$ cat src/rtl/clk_div_pkg.sv
// Shared types and helpers for the programmable clock divider.
//   clk_div_state_e : run-control FSM states
//   CLK_DIV_MIN     : smallest legal division ratio
//   clamp_div()     : forces requested ratios below CLK_DIV_MIN up to CLK_DIV_MIN
package clk_div_pkg;

   localparam int unsigned CLK_DIV_MIN = 2;
   localparam int unsigned ST_W        = 2;

   typedef enum logic [ST_W-1:0] {
      IDLE      = 2'd0,
      RUN       = 2'd1,
      STOP_PEND = 2'd2
   } clk_div_state_e;

   // Ratios 0 and 1 cannot produce a 50% output, so they are raised to the minimum.
   function automatic logic [31:0] clamp_div(input logic [31:0] v);
      return (v < 32'(CLK_DIV_MIN)) ? 32'(CLK_DIV_MIN) : v;
   endfunction

endpackage : clk_div_pkg

$ cat src/rtl/clk_div_shaper.sv
// Output shaper for the programmable clock divider.
// It receives the counter, ratio and run flag that the top will hold in the NEXT
// cycle, so the posedge phase register lines up with the counter register.
// Ports:
//   clk, rst_n : source clock, async active-low reset
//   cnt_i      : next-cycle counter value
//   div_i      : next-cycle division ratio
//   run_i      : next-cycle run flag (divider not idle)
//   clk_o      : divided clock, p_q | n_q
module clk_div_shaper
   import clk_div_pkg::*;
#(
   parameter int unsigned CNT_W = 8
) (
   input  logic             clk,
   input  logic             rst_n,
   input  logic [CNT_W-1:0] cnt_i,
   input  logic [CNT_W-1:0] div_i,
   input  logic             run_i,
   output logic             clk_o
);

   logic p_q;    // posedge phase: high while cnt < N/2 (rounded down)
   logic odd_q;  // ratio of the current period is odd
   logic n_q;    // p_q delayed half a cycle, only for odd ratios

   // Posedge phase and odd/even select, aligned with the counter.
   always_ff @(posedge clk or negedge rst_n) begin
      if (!rst_n) begin
         p_q   <= 1'b0;
         odd_q <= 1'b0;
      end else begin
         p_q   <= run_i && (cnt_i < (div_i >> 1));
         odd_q <= div_i[0];
      end
   end

   // Negedge copy stretches the high phase by half a cycle for odd ratios.
   // Gating with odd_q here keeps the output itself a bare OR.
   always_ff @(negedge clk or negedge rst_n) begin
      if (!rst_n) begin
         n_q <= 1'b0;
      end else begin
         n_q <= p_q & odd_q;
      end
   end

   assign clk_o = p_q | n_q;

endmodule : clk_div_shaper

$ cat src/rtl/clk_div_prog.sv
// Runtime-programmable integer clock divider with 50% duty for odd and even ratios.
// Ratio changes are captured into a pending register and applied only at a period
// boundary (counter wrap), or on the next edge while idle. Dropping en lets the
// current period finish before the output stops, so no runt pulses are produced.
// Optional feature macro: CLK_DIV_TICK_EN adds the 'tick' output (one pulse at the
// first cycle of each output period).
// Ports:
//   clk, rst_n : source clock, async active-low reset
//   en         : run request
//   div_i      : requested ratio (0/1 clamp to 2)
//   div_ld     : 1-cycle strobe capturing div_i as the pending ratio
//   clk_out    : divided clock (OR of two flops inside the shaper)
//   running    : divider in RUN or STOP_PEND
//   ld_pend    : a captured ratio is waiting for the boundary
//   tick       : [CLK_DIV_TICK_EN] first cycle of each period
module clk_div_prog
   import clk_div_pkg::*;
#(
   parameter int unsigned CNT_W   = 8,
   parameter int unsigned DEF_DIV = 9
) (
   input  logic             clk,
   input  logic             rst_n,
   input  logic             en,
   input  logic [CNT_W-1:0] div_i,
   input  logic             div_ld,
   output logic             clk_out,
   output logic             running,
   output logic             ld_pend
`ifdef CLK_DIV_TICK_EN
   ,
   output logic             tick
`endif
);

   clk_div_state_e   state_q, state_d;
   logic [CNT_W-1:0] cnt_q, cnt_d;
   logic [CNT_W-1:0] cur_div_q, cur_div_d;
   logic [CNT_W-1:0] pend_div_q, pend_div_d;
   logic             ld_pend_q, ld_pend_d;
   logic             running_q, running_d;
   logic             last_c;
   logic             apply_c;

   // Next-state: FSM, counter and ratio load.
   always_comb begin
      state_d    = state_q;
      cnt_d      = cnt_q;
      cur_div_d  = cur_div_q;
      pend_div_d = pend_div_q;
      ld_pend_d  = ld_pend_q;

      last_c  = (cnt_q == (cur_div_q - CNT_W'(1)));
      // Every idle edge counts as a boundary so idle loads take effect at once.
      apply_c = (state_q == IDLE) || last_c;

      if (apply_c && ld_pend_q) begin
         cur_div_d = pend_div_q;
         ld_pend_d = 1'b0;
      end
      // A load on the boundary edge itself stays pending for the following boundary.
      if (div_ld) begin
         pend_div_d = CNT_W'(clamp_div(32'(div_i)));
         ld_pend_d  = 1'b1;
      end

      unique case (state_q)
         IDLE: begin
            cnt_d = '0;
            if (en) begin
               state_d = RUN;
            end
         end
         RUN: begin
            cnt_d = last_c ? '0 : cnt_q + CNT_W'(1);
            if (!en) begin
               state_d = last_c ? IDLE : STOP_PEND;
            end
         end
         STOP_PEND: begin
            cnt_d = last_c ? '0 : cnt_q + CNT_W'(1);
            if (en) begin
               state_d = RUN;
            end else if (last_c) begin
               state_d = IDLE;
            end
         end
         default: begin
            cnt_d   = '0;
            state_d = IDLE;
         end
      endcase

      running_d = (state_d != IDLE);
   end

   // State registers.
   always_ff @(posedge clk or negedge rst_n) begin
      if (!rst_n) begin
         state_q    <= IDLE;
         cnt_q      <= '0;
         cur_div_q  <= CNT_W'(DEF_DIV);
         pend_div_q <= CNT_W'(DEF_DIV);
         ld_pend_q  <= 1'b0;
         running_q  <= 1'b0;
      end else begin
         state_q    <= state_d;
         cnt_q      <= cnt_d;
         cur_div_q  <= cur_div_d;
         pend_div_q <= pend_div_d;
         ld_pend_q  <= ld_pend_d;
         running_q  <= running_d;
      end
   end

   // Shaper sees next-cycle values so its registers align with cnt_q.
   clk_div_shaper #(
      .CNT_W (CNT_W)
   ) u_shaper (
      .clk   (clk),
      .rst_n (rst_n),
      .cnt_i (cnt_d),
      .div_i (cur_div_d),
      .run_i (running_d),
      .clk_o (clk_out)
   );

   assign running = running_q;
   assign ld_pend = ld_pend_q;

`ifdef CLK_DIV_TICK_EN
   logic tick_q, tick_d;

   // Period-start strobe, aligned with cnt_q == 0 while running.
   always_comb begin
      tick_d = running_d && (cnt_d == '0);
   end

   always_ff @(posedge clk or negedge rst_n) begin
      if (!rst_n) begin
         tick_q <= 1'b0;
      end else begin
         tick_q <= tick_d;
      end
   end

   assign tick = tick_q;
`endif

endmodule : clk_div_prog
$ cat config.mk
export PLATFORM = sky130hd
export DESIGN_NAME = clk_div_prog
export DESIGN_NICKNAME = d
export VERILOG_FILES = /design/src/rtl/clk_div_pkg.sv /design/src/rtl/clk_div_shaper.sv /design/src/rtl/clk_div_prog.sv
export SDC_FILE = /design/constraint.sdc
export NUM_CORES = 1
export LEC_CHECK = 0
export ABC_AREA = 1
export CORE_ASPECT_RATIO = 1.2
export CORE_MARGIN = 1.5
export CORE_UTILIZATION = 43
export CTS_BUF_LIST = sky130_fd_sc_hd__clkbuf_4
export DETAILED_ROUTE_END_ITERATION = 16
export PLACE_DENSITY_LB_ADDON = 0.05
export SETUP_SLACK_MARGIN = 0.5
export SYNTH_ARGS = -nofsm -noshare
export SYNTH_HDL_FRONTEND = slang
export SYNTH_SLANG_ARGS = --single-unit
$ cat constraint.sdc
create_clock -name clk -period 2.8 [get_ports clk]
set_input_delay 0.56 -clock clk [delete_from_list [all_inputs] [get_ports clk]]
set_output_delay 0.56 -clock clk [all_outputs]
set_load 0.01 [all_outputs]
==> impl_metrics.ini, run 1 <==
[outcome]
status = finished with violations
violations = negative setup slack

[critical_path]
critPathKind = reg2out
path_delay_family = flip-flops
start_kind = flop
arrival_ns = 2.38
cp-end-kind = output port
slowest_stage = dfrtn_1
crit_chain = or2_4 -> buf_6
required_ns = 2.24
cp_max_fo = 1
slowest_delay_ns = 0.33
worst-path-buf-inv = 1

[clock_network]
cts_tree = yes
clkSinkCount = 31
path_clk_slew_ns = 0.09
htreeDepth = 2
clockBufferDepth = 2
cts-buffers-inserted = 5
cts_hold_buf = 0
insertion_delay_ns = 0.32
cts_root_buf = clkbuf_4

[synth]
ys_seq_area_share_pct = 41.4
synthTopCellsByCount = nand2_1, inv_1, dfrtp_1
yosysTopAreaCell = dfrtp_1
synth_async_sr_flop_share_pct = 100
synth_top_area_share_pct = 34.5
syn_inst = 239
synth_area_leaders = dfrtp_1, nand2_1, inv_1
synth.most_common_cell = nand2_1
synth_warnings = 0
synth.avg_cell_area_um2 = 7.90
synth_edf_count = 0
ys_seq_elements = 31
yosys_most_used_dff = dfrtp_1
syn_area_um2 = 1890
synth_cell_types = 35
synthesis.nets = 263

[finish]
fin_cells = 325
diodes = 0
syn_to_final_growth_pct = 22.1
drive_above_1_share_pct = 19.7
n_fill_cell = 427
nNetsFinal = 292

[timing]
maxSlewViolCount = 0
fin_skew_ns = 0.0124
worst_slack_ns = -0.144
setup_viol = 1
tightest_slew_ns = 0.472
max_slew_margin_pct = 68.2
final-hold-violation-count = 0
rsz0062_at_grt = true
hold_slack_ns = 0.470

[power_and_ir_drop]
p_sw_share_pct = 43.3
power.share.clock_pct = 12.0
p_leak_nw = 1.20
p_seq_share_pct = 32.5
switchingPower_mw = 0.955
p_int_mw = 1.25
vdd_drop_max_mv = 0.419
power_frac_comb_pct = 55.5
p_per_area_nw_per_um2 = 957

[global_routing]
grt_overflow = 0
grt_first_pass_wirelength_mm = 6.48
grt_antenna_before_repair = 0
grt_pass1_vias = 1431
grt_max_degree = 31
grt_usage_pct = 18.0

[flow_run]
drv_cap = 0

[placed_design]
io_buffers = 14
dp_slack_ns = -0.155
place_congestion = 0.849
place_hpwl_mm = 2.97
dp.cells = 313

[drt]
wl_mm = 3.72
first_iter_violations = 47
via_per_inst = 4.73
firstDrtPassIters = 4
route.vias.total = 1536
wl_per_cell_um = 11.4
final_antenna_net_count = 0
drc = 0

[die]
initial_core_util_pct = 44.6
num_rows = 26
die_height_um = 75.6
core_area_um2 = 4230
die_area_um2 = 4800
ios = 15
die_w_um = 63.5

[hold_path]
worstHoldPathType = reg2reg
through the flow:
stage               setup TNS, ns  power (mW)  area (um2)  util (%)
floorplan                       0        1.51        1910         -
global placement           -0.147        1.82        2150      50.9
detailed placement         -0.155        1.82        2150      50.9
CTS                        -0.163        2.13        2230      52.8
global route               -0.260        2.45        2300      54.5
finish                     -0.144        2.20        2300      54.5
kinds of logic (layout without fill, tap and decap cells):
kind of cell / Yosys count / count (layout) / synth area share [%]
DFF: 31 / 31 / 41.4
and+or+nand+nor: 115 / 115 / 28.9
buffers and inverters: 45 / 75 / 9.15
xor gates and xnor gates: 8 / 8 / 3.71
AOI/OAI and AO/OA: 28 / 28 / 8.95
adders and majority gates: 12 / 12 / 7.95
worst reg2reg max path, cell delays in order, from the launching register on:
cell,delay (ns)
dfstp_2,0.57
inv_4,0.04
ha_4,0.25
or2_4,0.09
nand4_1,0.13
buf_4,0.18
nor2_4,0.13
nand2_4,0.08
nand2_4,0.09
nand2_8,0.07
buf_6,0.14
nand2_1,0.06
o21ai_2,0.06
ha_1,0.26
nand2_1,0.07
nand2_1,0.05
nand2_1,0.07
nand2_2,0.06
a21oi_2,0.18
final cells by class:
class                           count  area, um2  area share (%)
Clock buffer                        7       52.6            2.28
Clock inverter                      1       5.00           0.217
Inverter                           43        164            7.11
Multi-Input combinational cell    163       1010            43.8
Sequential cell                    31        781            33.9
Tap cell                           56       70.1            3.04
Timing Repair Buffer               24        224            9.72
final timing paths:
check | to | slack, ns | cells past startpoint | startpoint
max | clk_out | -0.14 | 2 | u_shaper.n_q
min | pend_div_q[7] | 0.47 | 2 | pend_div_q[7]
max reg2reg | u_shaper.p_q | 0.13 | 18 | cur_div_q[0]
min reg2reg | pend_div_q[7] | 0.47 | 2 | pend_div_q[7]
max in group asynchronous | u_shaper.n_q | 0.98 | 1 | rst_n
min in group asynchronous | pend_div_q[1] | 0.66 | 2 | rst_n
power groups by stage:
stage | sequential (mW) | clock, mW | combinational (mW)
finish | 0.716 | 0.265 | 1.22
detailed placement | 0.726 | 0 | 1.10
global route | 0.743 | 0.297 | 1.41
global placement | 0.727 | 0 | 1.09
CTS | 0.716 | 0.275 | 1.14
floorplan | 0.710 | 0 | 0.803
routing by layer:
metal	routed length (um)	GRT usage (%)	up-vias
met4	95	8.21	0
li1	-	-	820
met2	1830	30.4	17
met1	1690	22.2	690
met3	93	3.99	9
met5	0	0	-
timing repair:
action	in CTS	in global routing
setup endpoints to repair	2	3
gates resized for setup	8	12
pin swaps	5	9
buffers inserted	1	3
cell usage in the layout (no fill, tap or decap), types with 3 or more instances in the layout:
cell type / instances
nor2_1: 8
xnor2_1: 3
inv_1: 40
dfstp_2: 4
clkbuf_4: 7
o21ai_2: 4
ha_1: 10
buf_6: 3
nand3_1: 20
dfrtp_1: 26
o21ai_0: 11
xor2_1: 5
a21oi_2: 4
buf_4: 8
clkdlybuf4s50_1: 13
nand2_2: 7
nand2_1: 58
state kept, by name, indices dropped and copies added (netlist names):
name	count
state_q	2
cur_div_q	8
pend_div_q	8
ld_pend	1
cnt_q	8
running	1
u_shaper.p_q	1
u_shaper.odd_q	1
u_shaper.n_q	1
(Power assumes the default switching activity.)
==> inputs of run 2 (changes only) <==
--- a/config.mk
+++ b/config.mk
@@ -10,6 +10,7 @@
 export CORE_MARGIN = 1.5
 export CORE_UTILIZATION = 43
 export CTS_BUF_LIST = sky130_fd_sc_hd__clkbuf_4
+export CTS_CLUSTER_SIZE = 12
 export DETAILED_ROUTE_END_ITERATION = 16
 export PLACE_DENSITY_LB_ADDON = 0.05
 export SETUP_SLACK_MARGIN = 0.5
==> results of run 2 <==
Same layout as run 1: the final DEF is identical, and so are final timing and power.
